### src/rtl/cal_ctrl_pkg.sv
// cal_ctrl_pkg: shared definitions for the calendar view controller.
//   - Controller FSM state encoding.
//   - Default supported year range and weekday of 01-Jan of the base year.
//   - Weekday (0 = Mon .. 6 = Sun) and month (0 = Jan .. 11 = Dec) encodings.
//   - days_in_month(): month length lookup.
//   - add_mod7(): small modulo-7 adder for the weekday accumulator.
package cal_ctrl_pkg;

    typedef enum logic [2:0] {
        ST_IDLE,
        ST_LOAD,
        ST_YEAR_STEP,
        ST_MONTH_STEP,
        ST_PUBLISH
    } cal_state_e;

    typedef enum logic [2:0] {
        WD_MON, WD_TUE, WD_WED, WD_THU, WD_FRI, WD_SAT, WD_SUN
    } wday_e;

    localparam logic [3:0] MONTH_JAN = 4'd0;
    localparam logic [3:0] MONTH_FEB = 4'd1;
    localparam logic [3:0] MONTH_APR = 4'd3;
    localparam logic [3:0] MONTH_JUN = 4'd5;
    localparam logic [3:0] MONTH_SEP = 4'd8;
    localparam logic [3:0] MONTH_NOV = 4'd10;
    localparam logic [3:0] MONTH_DEC = 4'd11;

    localparam int YEAR_BASE_DEF = 2000;
    localparam int YEAR_MAX_DEF  = 2999;
    localparam int BASE_WDAY_DEF = int'(WD_SAT);

    function automatic logic [4:0] days_in_month(input logic [3:0] month, input logic leap);
        logic [4:0] d;
        case (month)
            MONTH_FEB: d = leap ? 5'd29 : 5'd28;
            MONTH_APR, MONTH_JUN, MONTH_SEP, MONTH_NOV: d = 5'd30;
            default: d = 5'd31;
        endcase
        return d;
    endfunction

    // acc is always 0..6 and inc 0..3, so a single conditional subtract wraps it.
    function automatic logic [2:0] add_mod7(input logic [2:0] acc, input logic [1:0] inc);
        logic [3:0] sum;
        sum = {1'b0, acc} + {2'b00, inc};
        return (sum >= 4'd7) ? 3'(sum - 4'd7) : sum[2:0];
    endfunction

endpackage

### src/rtl/cal_wday_engine.sv
// cal_wday_engine: computes the weekday of the 1st and the length of a target
// month by walking forward from 01-Jan of the base year, one year and then one
// month per cycle, using wrapping mod-4/100/400 counters instead of a divider.
// Ports:
//   clk_i, rst_i              clock, asynchronous active-high reset
//   start_i                   accepted only while idle; latches the target
//   tgt_month_i, tgt_year_i   month/year to compute
//   busy_o                    high from LOAD through PUBLISH
//   done_o                    high for the single PUBLISH cycle
//   tgt_month_o, tgt_year_o   latched target (valid while busy)
//   first_day_o, days_cnt_o   result, valid while done_o is high
module cal_wday_engine
    import cal_ctrl_pkg::*;
#(
    parameter int YEAR_BASE = YEAR_BASE_DEF,
    parameter int BASE_WDAY = BASE_WDAY_DEF
) (
    input  logic        clk_i,
    input  logic        rst_i,
    input  logic        start_i,
    input  logic [3:0]  tgt_month_i,
    input  logic [11:0] tgt_year_i,
    output logic        busy_o,
    output logic        done_o,
    output logic [3:0]  tgt_month_o,
    output logic [11:0] tgt_year_o,
    output logic [2:0]  first_day_o,
    output logic [4:0]  days_cnt_o
);
    localparam logic [11:0] YEAR_BASE_L = 12'(YEAR_BASE);
    localparam logic [2:0]  BASE_WDAY_L = 3'(BASE_WDAY);

    cal_state_e  state_q, state_d;
    logic [3:0]  tgt_month_q, tgt_month_d;
    logic [11:0] tgt_year_q, tgt_year_d;
    logic [11:0] year_q, year_d;
    logic [3:0]  month_q, month_d;
    logic [2:0]  acc_q, acc_d;
    logic [1:0]  mod4_q, mod4_d;
    logic [6:0]  mod100_q, mod100_d;
    logic [8:0]  mod400_q, mod400_d;

    logic        leap;
    logic [4:0]  step_days;

    // The counters hold (year - YEAR_BASE) mod N; base year is a multiple of 400.
    assign leap      = ((mod4_q == 2'd0) && (mod100_q != 7'd0)) || (mod400_q == 9'd0);
    assign step_days = days_in_month(month_q, leap);

    always_comb begin
        state_d     = state_q;
        tgt_month_d = tgt_month_q;
        tgt_year_d  = tgt_year_q;
        year_d      = year_q;
        month_d     = month_q;
        acc_d       = acc_q;
        mod4_d      = mod4_q;
        mod100_d    = mod100_q;
        mod400_d    = mod400_q;
        case (state_q)
            ST_IDLE: begin
                if (start_i) begin
                    tgt_month_d = tgt_month_i;
                    tgt_year_d  = tgt_year_i;
                    state_d     = ST_LOAD;
                end
            end
            ST_LOAD: begin
                year_d   = YEAR_BASE_L;
                month_d  = MONTH_JAN;
                acc_d    = BASE_WDAY_L;
                mod4_d   = 2'd0;
                mod100_d = 7'd0;
                mod400_d = 9'd0;
                // Zero-length phases are skipped so latency is exactly 2 + years + months.
                if (tgt_year_q != YEAR_BASE_L) begin
                    state_d = ST_YEAR_STEP;
                end else if (tgt_month_q != MONTH_JAN) begin
                    state_d = ST_MONTH_STEP;
                end else begin
                    state_d = ST_PUBLISH;
                end
            end
            ST_YEAR_STEP: begin
                // 365 = 1 mod 7, 366 = 2 mod 7.
                acc_d    = add_mod7(acc_q, leap ? 2'd2 : 2'd1);
                year_d   = year_q + 12'd1;
                mod4_d   = mod4_q + 2'd1;
                mod100_d = (mod100_q == 7'd99)  ? 7'd0 : mod100_q + 7'd1;
                mod400_d = (mod400_q == 9'd399) ? 9'd0 : mod400_q + 9'd1;
                if (year_d == tgt_year_q) begin
                    state_d = (tgt_month_q != MONTH_JAN) ? ST_MONTH_STEP : ST_PUBLISH;
                end
            end
            ST_MONTH_STEP: begin
                // Month lengths are 28..31, so (days - 28) is already days mod 7.
                acc_d   = add_mod7(acc_q, 2'(step_days - 5'd28));
                month_d = month_q + 4'd1;
                if (month_d == tgt_month_q) begin
                    state_d = ST_PUBLISH;
                end
            end
            ST_PUBLISH: begin
                state_d = ST_IDLE;
            end
            default: begin
                state_d = ST_IDLE;
            end
        endcase
    end

    always_ff @(posedge clk_i or posedge rst_i) begin
        if (rst_i) begin
            state_q     <= ST_IDLE;
            tgt_month_q <= MONTH_JAN;
            tgt_year_q  <= YEAR_BASE_L;
            year_q      <= YEAR_BASE_L;
            month_q     <= MONTH_JAN;
            acc_q       <= BASE_WDAY_L;
            mod4_q      <= 2'd0;
            mod100_q    <= 7'd0;
            mod400_q    <= 9'd0;
        end else begin
            state_q     <= state_d;
            tgt_month_q <= tgt_month_d;
            tgt_year_q  <= tgt_year_d;
            year_q      <= year_d;
            month_q     <= month_d;
            acc_q       <= acc_d;
            mod4_q      <= mod4_d;
            mod100_q    <= mod100_d;
            mod400_q    <= mod400_d;
        end
    end

    assign busy_o      = (state_q != ST_IDLE);
    assign done_o      = (state_q == ST_PUBLISH);
    assign tgt_month_o = tgt_month_q;
    assign tgt_year_o  = tgt_year_q;
    assign first_day_o = acc_q;
    // After stepping, the leap counters sit on the target year.
    assign days_cnt_o  = days_in_month(tgt_month_q, leap);

endmodule

### src/rtl/cal_view_ctrl.sv
// cal_view_ctrl: chooses the month shown on the calendar page and exposes its
// layout to the renderer. Arbitrates today/next/prev pulses, live-date
// following and the post-reset recompute, drives cal_wday_engine, and holds
// the published layout plus the highlighted day.
// Ports:
//   clk_i, rst_i                         pixel clock, async active-high reset
//   cur_day_i, cur_month_i, cur_year_i   live date
//   next_i, prev_i, today_i              one-cycle navigation pulses
//   view_month_o, view_year_o            displayed month/year
//   month_first_day_o, month_days_cnt_o  weekday of the 1st, month length
//   day_in_month_o                       highlighted day, 0 = none
//   follow_o, busy_o, upd_o              tracking flag, engine busy, layout-change pulse
module cal_view_ctrl
    import cal_ctrl_pkg::*;
#(
    parameter int YEAR_BASE = YEAR_BASE_DEF,
    parameter int YEAR_MAX  = YEAR_MAX_DEF,
    parameter int BASE_WDAY = BASE_WDAY_DEF
) (
    input  logic        clk_i,
    input  logic        rst_i,
    input  logic [4:0]  cur_day_i,
    input  logic [3:0]  cur_month_i,
    input  logic [11:0] cur_year_i,
    input  logic        next_i,
    input  logic        prev_i,
    input  logic        today_i,
    output logic [3:0]  view_month_o,
    output logic [11:0] view_year_o,
    output logic [2:0]  month_first_day_o,
    output logic [4:0]  month_days_cnt_o,
    output logic [4:0]  day_in_month_o,
    output logic        follow_o,
    output logic        busy_o,
    output logic        upd_o
);
    localparam logic [11:0] YEAR_BASE_L = 12'(YEAR_BASE);
    localparam logic [11:0] YEAR_MAX_L  = 12'(YEAR_MAX);
    localparam logic [2:0]  BASE_WDAY_L = 3'(BASE_WDAY);

    logic [3:0]  view_month_q, view_month_d;
    logic [11:0] view_year_q, view_year_d;
    logic [2:0]  first_day_q, first_day_d;
    logic [4:0]  days_cnt_q, days_cnt_d;
    logic        follow_q, follow_d;
    logic        pending_q, pending_d;
    logic [4:0]  day_q, day_d;

    logic        eng_busy, eng_done;
    logic [3:0]  eng_month;
    logic [11:0] eng_year;
    logic [2:0]  eng_first;
    logic [4:0]  eng_days;

    logic        cmd_start;
    logic [3:0]  cmd_month;
    logic [11:0] cmd_year;
    logic        cur_valid, cur_is_view, at_last, at_first;

    assign cur_valid   = (cur_year_i >= YEAR_BASE_L) && (cur_year_i <= YEAR_MAX_L) &&
                         (cur_month_i <= MONTH_DEC);
    assign cur_is_view = (cur_month_i == view_month_q) && (cur_year_i == view_year_q);
    assign at_last     = (view_month_q == MONTH_DEC) && (view_year_q == YEAR_MAX_L);
    assign at_first    = (view_month_q == MONTH_JAN) && (view_year_q == YEAR_BASE_L);

    always_comb begin
        cmd_start    = 1'b0;
        cmd_month    = view_month_q;
        cmd_year     = view_year_q;
        view_month_d = view_month_q;
        view_year_d  = view_year_q;
        first_day_d  = first_day_q;
        days_cnt_d   = days_cnt_q;
        follow_d     = follow_q;
        pending_d    = pending_q;

        // Pulses are only looked at while the engine is idle; otherwise dropped.
        if (!eng_busy) begin
            if (today_i) begin
                if (cur_valid) begin
                    cmd_start = 1'b1;
                    cmd_month = cur_month_i;
                    cmd_year  = cur_year_i;
                    follow_d  = 1'b1;
                end
            end else if (next_i && !prev_i) begin
                if (!at_last) begin
                    cmd_start = 1'b1;
                    cmd_month = (view_month_q == MONTH_DEC) ? MONTH_JAN : view_month_q + 4'd1;
                    cmd_year  = (view_month_q == MONTH_DEC) ? view_year_q + 12'd1 : view_year_q;
                    follow_d  = 1'b0;
                end
            end else if (prev_i && !next_i) begin
                if (!at_first) begin
                    cmd_start = 1'b1;
                    cmd_month = (view_month_q == MONTH_JAN) ? MONTH_DEC : view_month_q - 4'd1;
                    cmd_year  = (view_month_q == MONTH_JAN) ? view_year_q - 12'd1 : view_year_q;
                    follow_d  = 1'b0;
                end
            end else if (follow_q && !cur_is_view && cur_valid) begin
                cmd_start = 1'b1;
                cmd_month = cur_month_i;
                cmd_year  = cur_year_i;
            end else if (pending_q) begin
                // With no usable live date, refresh the current view instead.
                cmd_start = 1'b1;
                if (cur_valid) begin
                    cmd_month = cur_month_i;
                    cmd_year  = cur_year_i;
                end
            end
        end

        if (eng_done) begin
            view_month_d = eng_month;
            view_year_d  = eng_year;
            first_day_d  = eng_first;
            days_cnt_d   = eng_days;
            follow_d     = follow_q || ((eng_month == cur_month_i) && (eng_year == cur_year_i));
            pending_d    = 1'b0;
        end
    end

    cal_wday_engine #(
        .YEAR_BASE (YEAR_BASE),
        .BASE_WDAY (BASE_WDAY)
    ) u_engine (
        .clk_i       (clk_i),
        .rst_i       (rst_i),
        .start_i     (cmd_start),
        .tgt_month_i (cmd_month),
        .tgt_year_i  (cmd_year),
        .busy_o      (eng_busy),
        .done_o      (eng_done),
        .tgt_month_o (eng_month),
        .tgt_year_o  (eng_year),
        .first_day_o (eng_first),
        .days_cnt_o  (eng_days)
    );

    // The layout is presented straight from the engine during PUBLISH so it
    // changes in the same cycle as upd_o, then is held from the registers.
    assign view_month_o      = eng_done ? eng_month : view_month_q;
    assign view_year_o       = eng_done ? eng_year  : view_year_q;
    assign month_first_day_o = eng_done ? eng_first : first_day_q;
    assign month_days_cnt_o  = eng_done ? eng_days  : days_cnt_q;

    assign day_d = ((view_month_o == cur_month_i) && (view_year_o == cur_year_i)) ? cur_day_i : 5'd0;

    always_ff @(posedge clk_i or posedge rst_i) begin
        if (rst_i) begin
            view_month_q <= MONTH_JAN;
            view_year_q  <= YEAR_BASE_L;
            first_day_q  <= BASE_WDAY_L;
            days_cnt_q   <= 5'd31;
            follow_q     <= 1'b1;
            pending_q    <= 1'b1;
            day_q        <= 5'd0;
        end else begin
            view_month_q <= view_month_d;
            view_year_q  <= view_year_d;
            first_day_q  <= first_day_d;
            days_cnt_q   <= days_cnt_d;
            follow_q     <= follow_d;
            pending_q    <= pending_d;
            day_q        <= day_d;
        end
    end

    assign day_in_month_o = day_q;
    assign follow_o       = follow_q;
    assign busy_o         = eng_busy;
    assign upd_o          = eng_done;

endmodule

### config.mk
export PLATFORM = sky130hd
export DESIGN_NAME = cal_view_ctrl
export DESIGN_NICKNAME = d
export VERILOG_FILES = /design/src/rtl/cal_ctrl_pkg.sv /design/src/rtl/cal_wday_engine.sv /design/src/rtl/cal_view_ctrl.sv
export SDC_FILE = /design/constraint.sdc
export NUM_CORES = 1
export LEC_CHECK = 0
export BUFFER_PORTS_ARGS = -buffer_cell sky130_fd_sc_hd__buf_2
export CAP_MARGIN = 0
export CORE_AREA = 2 2 142 144
export CTS_CLUSTER_DIAMETER = 150
export DETAILED_ROUTE_END_ITERATION = 8
export DIE_AREA = 0 0 144 146
export HOLD_SLACK_MARGIN = 0.02
export RECOVER_POWER = 50
export SYNTH_ARGS = -nofsm -noshare
export SYNTH_HDL_FRONTEND = slang
export SYNTH_SLANG_ARGS = --single-unit
### constraint.sdc
create_clock -name clk_i -period 3.2 [get_ports clk_i]
set_clock_uncertainty 0.2 [all_clocks]
set_input_delay 0.32 -clock clk_i [delete_from_list [all_inputs] [get_ports clk_i]]
set_output_delay 0.32 -clock clk_i [all_outputs]
set_load 0.005 [all_outputs]
==> reports/metrics.cfg, run 1 <==
[detailed_routing]
drt-total-wl_mm=20.3
drc=0
vias=6392
ant_nets=0
avgViaCountPerCell=5.40
drtIter0Drc=475
wl_per_cell_um=17.1
drtPass1Iterations=5

[layout]
stdcell_count=1184
drive_gt1_frac=0.251
n_fill_cell=1938
seqCellArea_um2=2210
final_util=0.430
area_delta_synth_final_pct=17.6
final_nets=964
post-route-cell-area_um2=8320
multi_input_area_um2=4430
diodes=0

[setup_path]
regToRegSetupSlack_ps=8
startpoint_type=flip-flop
critical_path_class=reg -> reg
cp.arrival_ps=3230
cp.required_ps=3230
crit_fanout=2
endpoint_kind=flip-flop

[die]
die_width_um=144
dieArea_um2=21000
io_pins=58
placeableCoreArea_um2=19300
start_util=0.366
std_cell_rows=51
die_y_um=146

[yosys]
netlist_instances=846
syn_nets=896
post-synth-top-area-cell=dfrtp_1
yosysMostFrequentCell=nand2_1
syn_area_um2=7080
synth-seq-cells=87
synth_area_per_cell_um2=8.36
synth_edf_count=0
async_flop_share=1.00
synth_cell_type_count=85
ys_top_cells_by_area=dfrtp_1 21%, dfstp_2 11%, xnor2_1 7.7%
synth_top_area_frac=0.205
yosysWarnings=0
synthFlopType=dfrtp_1
seq_area_frac_synth=0.313
yosys-top-cells-count=74 x nand2_1, 64 x o21ai_0, 62 x xnor2_1, 61 x nor2_1, 58 x dfrtp_1

[sta]
hold_slack_ps=213
rsz0062_at_grt=true
timing.final.crit_period_ps=3190
setup_viol=0
worst_slew_pin_slew_ps=1740
hold_violations=0
slew_headroom=-0.169
post-route-period-util=0.998
fmax_mhz=313
slew_viol_final=38

[job]
cap_violations=1

[place]
dpl.hpwl_mm=15.3
numPlacedInstances=1160
port_buffers=57
place_congestion=0.867
place_area_um2=7860

[pwr]
pwr_density_cell_nw_per_um2=646
pwr-share-seq=0.311
p_clk_frac=0.208
leakage_nw=3.54
intPower_w=0.00321
power.switching_w=0.00216
ir_drop_uv=347
swShare=0.403
pwr-share-comb=0.481

[clock_tree]
path_clk_slew_ps=70
htree_levels=3
cts_inserted_buffers=9
cts_tree=built
cts_root_buffer=clkbuf_16
clkLatencyLatePin_ps=350
clk_path_buf_depth=2
clock-sinks=87

[worst_hold_path]
hold_path.class=in -> reg

[grt]
grt_max_degree=51
grt_pass1_wl_mm=32.7
antenna_found_initial=0
overflow=0
grt_pass1_vias=6049
grt.total_usage=0.197

[status]
violations=capacitance limit, slew limit
status=complete, but fails checks

-- what timing repair did --
| item | CTS | global route |
|---|---|---|
| pin swaps | 0 | 5 |
| gates resized for setup | 3 | 18 |
| hold buffers | 6 | 0 |
| hold endpoints to repair | 33 | 0 |
| setup endpoints to repair | 2 | 4 |
| setup buffers | 0 | 2 |
-- path summary, 6_finish.rpt --
kind	endpoint	depth (start not counted)	from
min reg2reg	u_engine.mod4_q[0]	1	u_engine.mod4_q[0]
max reg2reg	u_engine.first_day_o[1]	16	u_engine.mod400_q[2]
min	u_engine.tgt_year_o[2]	4	today_i
max in group asynchronous	u_engine.tgt_year_o[6]	4	rst_i
max	u_engine.first_day_o[1]	16	u_engine.mod400_q[2]
min in group asynchronous	u_engine.first_day_o[1]	3	rst_i
-- routing by layer --
layer,track usage,part of all wire
met1,0.265,0.45
met2,0.323,0.49
met3,0.0329,0.038
met4,0.0598,0.021
met5,0,0
-- layout by cell type, fill, tap and decap left out, types with 32 or more instances in the layout --
cell type | netlist | final
o21ai_0 | 64 | 63
a21oi_1 | 39 | 35
nand3_1 | 32 | 32
nand2_1 | 74 | 74
buf_4 | 5 | 61
dfrtp_1 | 58 | 58
inv_1 | 48 | 45
buf_2 | 17 | 56
xnor2_1 | 62 | 61
nor2_1 | 61 | 60
-- registers in the layout, indices dropped and copies added, names as in the netlist --
| signal | count |
|---|---|
| day_in_month_o | 5 |
| days_cnt_q | 5 |
| first_day_q | 3 |
| follow_o | 1 |
| pending_q | 1 |
| u_engine.first_day_o | 3 |
| u_engine.mod100_q | 7 |
| u_engine.mod400_q | 9 |
| u_engine.mod4_q | 2 |
| u_engine.month_q | 4 |
| u_engine.state_q | 3 |
| u_engine.tgt_month_o | 4 |
| u_engine.tgt_year_o | 12 |
| u_engine.year_q | 12 |
| view_month_q | 4 |
| view_year_q | 12 |
-- power groups by stage --
stage | registers (W) | logic [W] | clock network (W)
5_1_grt | 0.00171 | 0.00292 | 0.00118
2_1_floorplan | 0.00156 | 0.00177 | 0
4_1_cts | 0.00166 | 0.00240 | 0.00114
6_report | 0.00167 | 0.00258 | 0.00112
3_5_place_dp | 0.00167 | 0.00237 | 0
3_3_place_gp | 0.00167 | 0.00232 | 0
-- through the flow --
step                      setup slack (ps)  total power (W)  setup TNS (ps)
after floorplan                       56.2          0.00333               0
after global placement               -27.3          0.00398           -27.3
after detailed placement              -101          0.00404            -129
after CTS                            -52.9          0.00519           -52.9
after global routing                  -161          0.00581            -204
final                                 7.96          0.00537               0
-- critical path, stage by stage (launching register included) --
cell	delay [ps]
dfrtp_1	390
nor4_2	310
and3_1	230
a21oi_2	60
nor2_1	90
nor2_1	50
nor2_1	90
ha_2	190
inv_2	40
fa_1	490
inv_2	50
ha_4	160
a21oi_4	120
mux2_2	340
nand2_1	60
o21ai_0	70
o2bb2ai_1	140
-- kinds of logic (layout without fill, tap and decap cells) --
logic type,after synthesis,after routing,share of synthesized area
AND/OR/NAND/NOR,286,286,0.209
XOR/XNOR,87,87,0.108
flip-flops,87,87,0.313
buffers and inverters,120,193,0.0725
AO/OA/AOI/OAI,203,203,0.194
multiplexers,39,39,0.0594
adder cells (fa/ha/maj),24,24,0.0446
-- cell type report --
type,count,area share
flip-flops and latches,87,0.266
repair buffers,128,0.103
multi-input cells,639,0.532
inverters,49,0.0223
well taps,265,0.0398
clock buffers,10,0.0287
clock inverters,6,0.00812
Power figures use the tool's default switching activity.
==> run 2, diff against run 1 <==
--- a/config.mk
+++ b/config.mk
@@ -11,6 +11,7 @@
 export CTS_CLUSTER_DIAMETER = 150
 export DETAILED_ROUTE_END_ITERATION = 8
 export DIE_AREA = 0 0 144 146
+export GPL_ROUTABILITY_DRIVEN = 0
 export HOLD_SLACK_MARGIN = 0.02
 export RECOVER_POWER = 50
 export SYNTH_ARGS = -nofsm -noshare
==> constraint.sdc (replaced) <==
create_clock -name clk_i -period 3.3 [get_ports clk_i]
set_clock_uncertainty 0.2 [all_clocks]
set_input_delay 0.33 -clock clk_i [delete_from_list [all_inputs] [get_ports clk_i]]
set_output_delay 0.33 -clock clk_i [all_outputs]
set_load 0.005 [all_outputs]
==> run 2 against run 1 <==
  * The run now ends clean
  * Via count rose by 0.88%
  * Setup slack improved by 67 ps
  * Clock-buffer cell count fell by 1
  * Clock power fell by 7%
  * Critical path depth did not move
  * Wire length rose by 2.0%
  * Combinational power fell by 7%
  * Fmax fell by 1.0%
  * Core utilization fell by 0.94 points
  * Hold slack improved by 8.3 ps
  * Largest cell class unchanged
==> reports/metrics.cfg, run 2 (synthesis results as in run 1) <==
[grt]
grt.total_usage=0.202  ; +0.00509
antenna_found_initial=0  ; unchanged
grt_pass1_wl_mm=33.5  ; +2.7%
overflow=0  ; unchanged
grt_max_degree=32  ; -37%
grt_pass1_vias=6181  ; +2.2%

[die]
start_util=0.366  ; unchanged
dieArea_um2=21000  ; unchanged
die_width_um=144  ; unchanged
io_pins=58  ; unchanged
die_y_um=146  ; unchanged
placeableCoreArea_um2=19300  ; unchanged
std_cell_rows=51  ; unchanged

[setup_path]
r2r_start=u_engine.mod400_q[8]
startpoint_type=flip-flop
endpoint_kind=flip-flop
cp.arrival_ps=3270  ; +40 ps
regToRegSetupSlack_ps=70  ; +70 ps
critical_path_class=reg -> reg
ff2ff_path_depth=16  ; unchanged
cp.required_ps=3340  ; +110 ps
r2r-end=u_engine.first_day_o[1]
crit_fanout=2  ; unchanged

[layout]
post-route-cell-area_um2=8140  ; -2.2%
diodes=0  ; unchanged
mostFrequentLayoutCell=nand2_1
area_delta_synth_final_pct=15.0
final_cell_mix=73 x nand2_1, 62 x o21ai_0, 62 x xnor2_1
final_nets=948  ; -1.7%
drive_gt1_frac=0.233  ; -0.0188

[sta]
timing.final.crit_period_ps=3230  ; +33.3 ps
worst_slew_pin_slew_ps=1360  ; -383 ps
setup_tns_ps=0  ; unchanged
slew_headroom=0.0875  ; +0.257
layout_setup_ws_ps=74.6  ; +66.7 ps
setup_viol=0  ; unchanged
hold_violations=0  ; unchanged
post-route-period-util=0.977  ; -0.0201
rsz0062_at_grt=true
hold_slack_ps=221  ; +8.26 ps
slew_viol_final=0  ; -100%
fmax_mhz=310  ; -1.0%

[pwr]
leakage_nw=3.44  ; -2.8%
ir_drop_uv=288  ; -17%
pwr_density_cell_nw_per_um2=623  ; -3.5%

[detailed_routing]
ant_nets=0  ; unchanged
drc=0  ; unchanged
drtPass1Iterations=5  ; unchanged
drtIter0Drc=403  ; -15%
avgViaCountPerCell=5.52  ; +2.3%
drt-total-wl_mm=20.7  ; +2.0%
vias=6448  ; +0.88%
wl_per_cell_um=17.7  ; +3.4%

[place]
port_buffers=57  ; unchanged
dp_slack_ps=-1.43  ; +99.5 ps
place_area_um2=7740  ; -1.6%
dpl.hpwl_mm=15.3  ; +0.31%

[worst_hold_path]
hp-start=cur_year_i[7]
hold_end=u_engine.tgt_year_o[7]
hold_depth=5  ; +1
hold_path.class=in -> reg

[clock_tree]
clock-sinks=87  ; unchanged
htree_levels=3  ; unchanged
cts_root_buffer=clkbuf_16
cts_inserted_buffers=9  ; unchanged
cts_tree=built
clk_path_buf_depth=2  ; unchanged
path_clk_slew_ps=70  ; about the same
clkLatencyLatePin_ps=360  ; about the same

[job]
cap_violations=0  ; -1

[status]
status=finished clean

run 2: changes by cell type in the layout (fill, tap and decap cells not counted), moves of 2 or more:
| cell | previous run | this run |
|---|---|---|
| o21ai_1 | 4 | 6 |
| clkinv_4 | 0 | 2 |
| buf_4 | 61 | 47 |
| a21oi_1 | 35 | 37 |
| a21oi_2 | 7 | 5 |
| inv_8 | 0 | 2 |
run 2: metrics by stage:
stage / utilization / total power [W] / instances
after floorplan: - / 0.00323 / 846
after global placement: 0.400 / 0.00380 / 1145
after detailed placement: 0.400 / 0.00387 / 1145
after CTS: 0.419 / 0.00493 / 1167
after global routing: 0.421 / 0.00550 / 1168
final: 0.421 / 0.00507 / 1168
run 2: per-layer routing:
metal / track usage / wire (um) / vias to the layer above
met5: 0 / 0 / -
met4: 0.0608 / 399 / 0
met3: 0.0339 / 891 / 26
met2: 0.339 / 10300 / 161
met1: 0.265 / 9070 / 3141
li1: - / - / 3120
run 2: repair_timing:
action / 4_1_cts / 5_1_grt
pin swaps: 0 / 10
setup endpoints to repair: 1 / 3
endpoints found under the hold margin: 27 / 0
buffers inserted: 0 / 1
hold buffers: 6 / 0
gates resized for setup: 2 / 13
run 2: worst max-delay path by stage:
stage / from / to / slack, ps / cells after the start
final: u_engine.mod400_q[8] / u_engine.first_day_o[1] / 70 / 16
after global placement: u_engine.mod100_q[4] / u_engine.first_day_o[1] / 80 / 14
after detailed placement: u_engine.mod100_q[4] / u_engine.first_day_o[1] / -1 / 14
after floorplan: u_engine.mod400_q[2] / u_engine.first_day_o[1] / 160 / 16
after CTS: u_engine.mod400_q[2] / u_engine.first_day_o[1] / 30 / 16
after global routing: u_engine.mod400_q[8] / u_engine.first_day_o[1] / -90 / 16
run 2: where the power goes:
part	internal, W	total, W	switching, W
logic	0.00109	0.00239	0.00130
registers	0.00134	0.00165	0.000303
clock network	0.000530	0.00104	0.000506
total	0.00296	0.00507	0.00211
run 2: worst max-delay path, stage by stage (launching register included):
cell	delay (ps)
dfrtp_1	400
nor4_2	300
and3_1	220
a21oi_2	60
nor2_1	100
nor2_1	50
nor2_1	110
ha_2	190
inv_2	40
fa_1	510
inv_2	50
ha_4	160
a21oi_4	150
mux2_4	310
nand2_2	70
o21ai_1	50
o2bb2ai_1	120
run 2: area by class of cell:
class                           count  area [um2]
Fill cell                        1946       11200
Multi-Input combinational cell    639        4400
Sequential cell                    87        2210
Timing Repair Buffer              112         721
Tap cell                          265         332
Clock buffer                        9         225
Inverter                           49         185
Clock inverter                      7        65.1
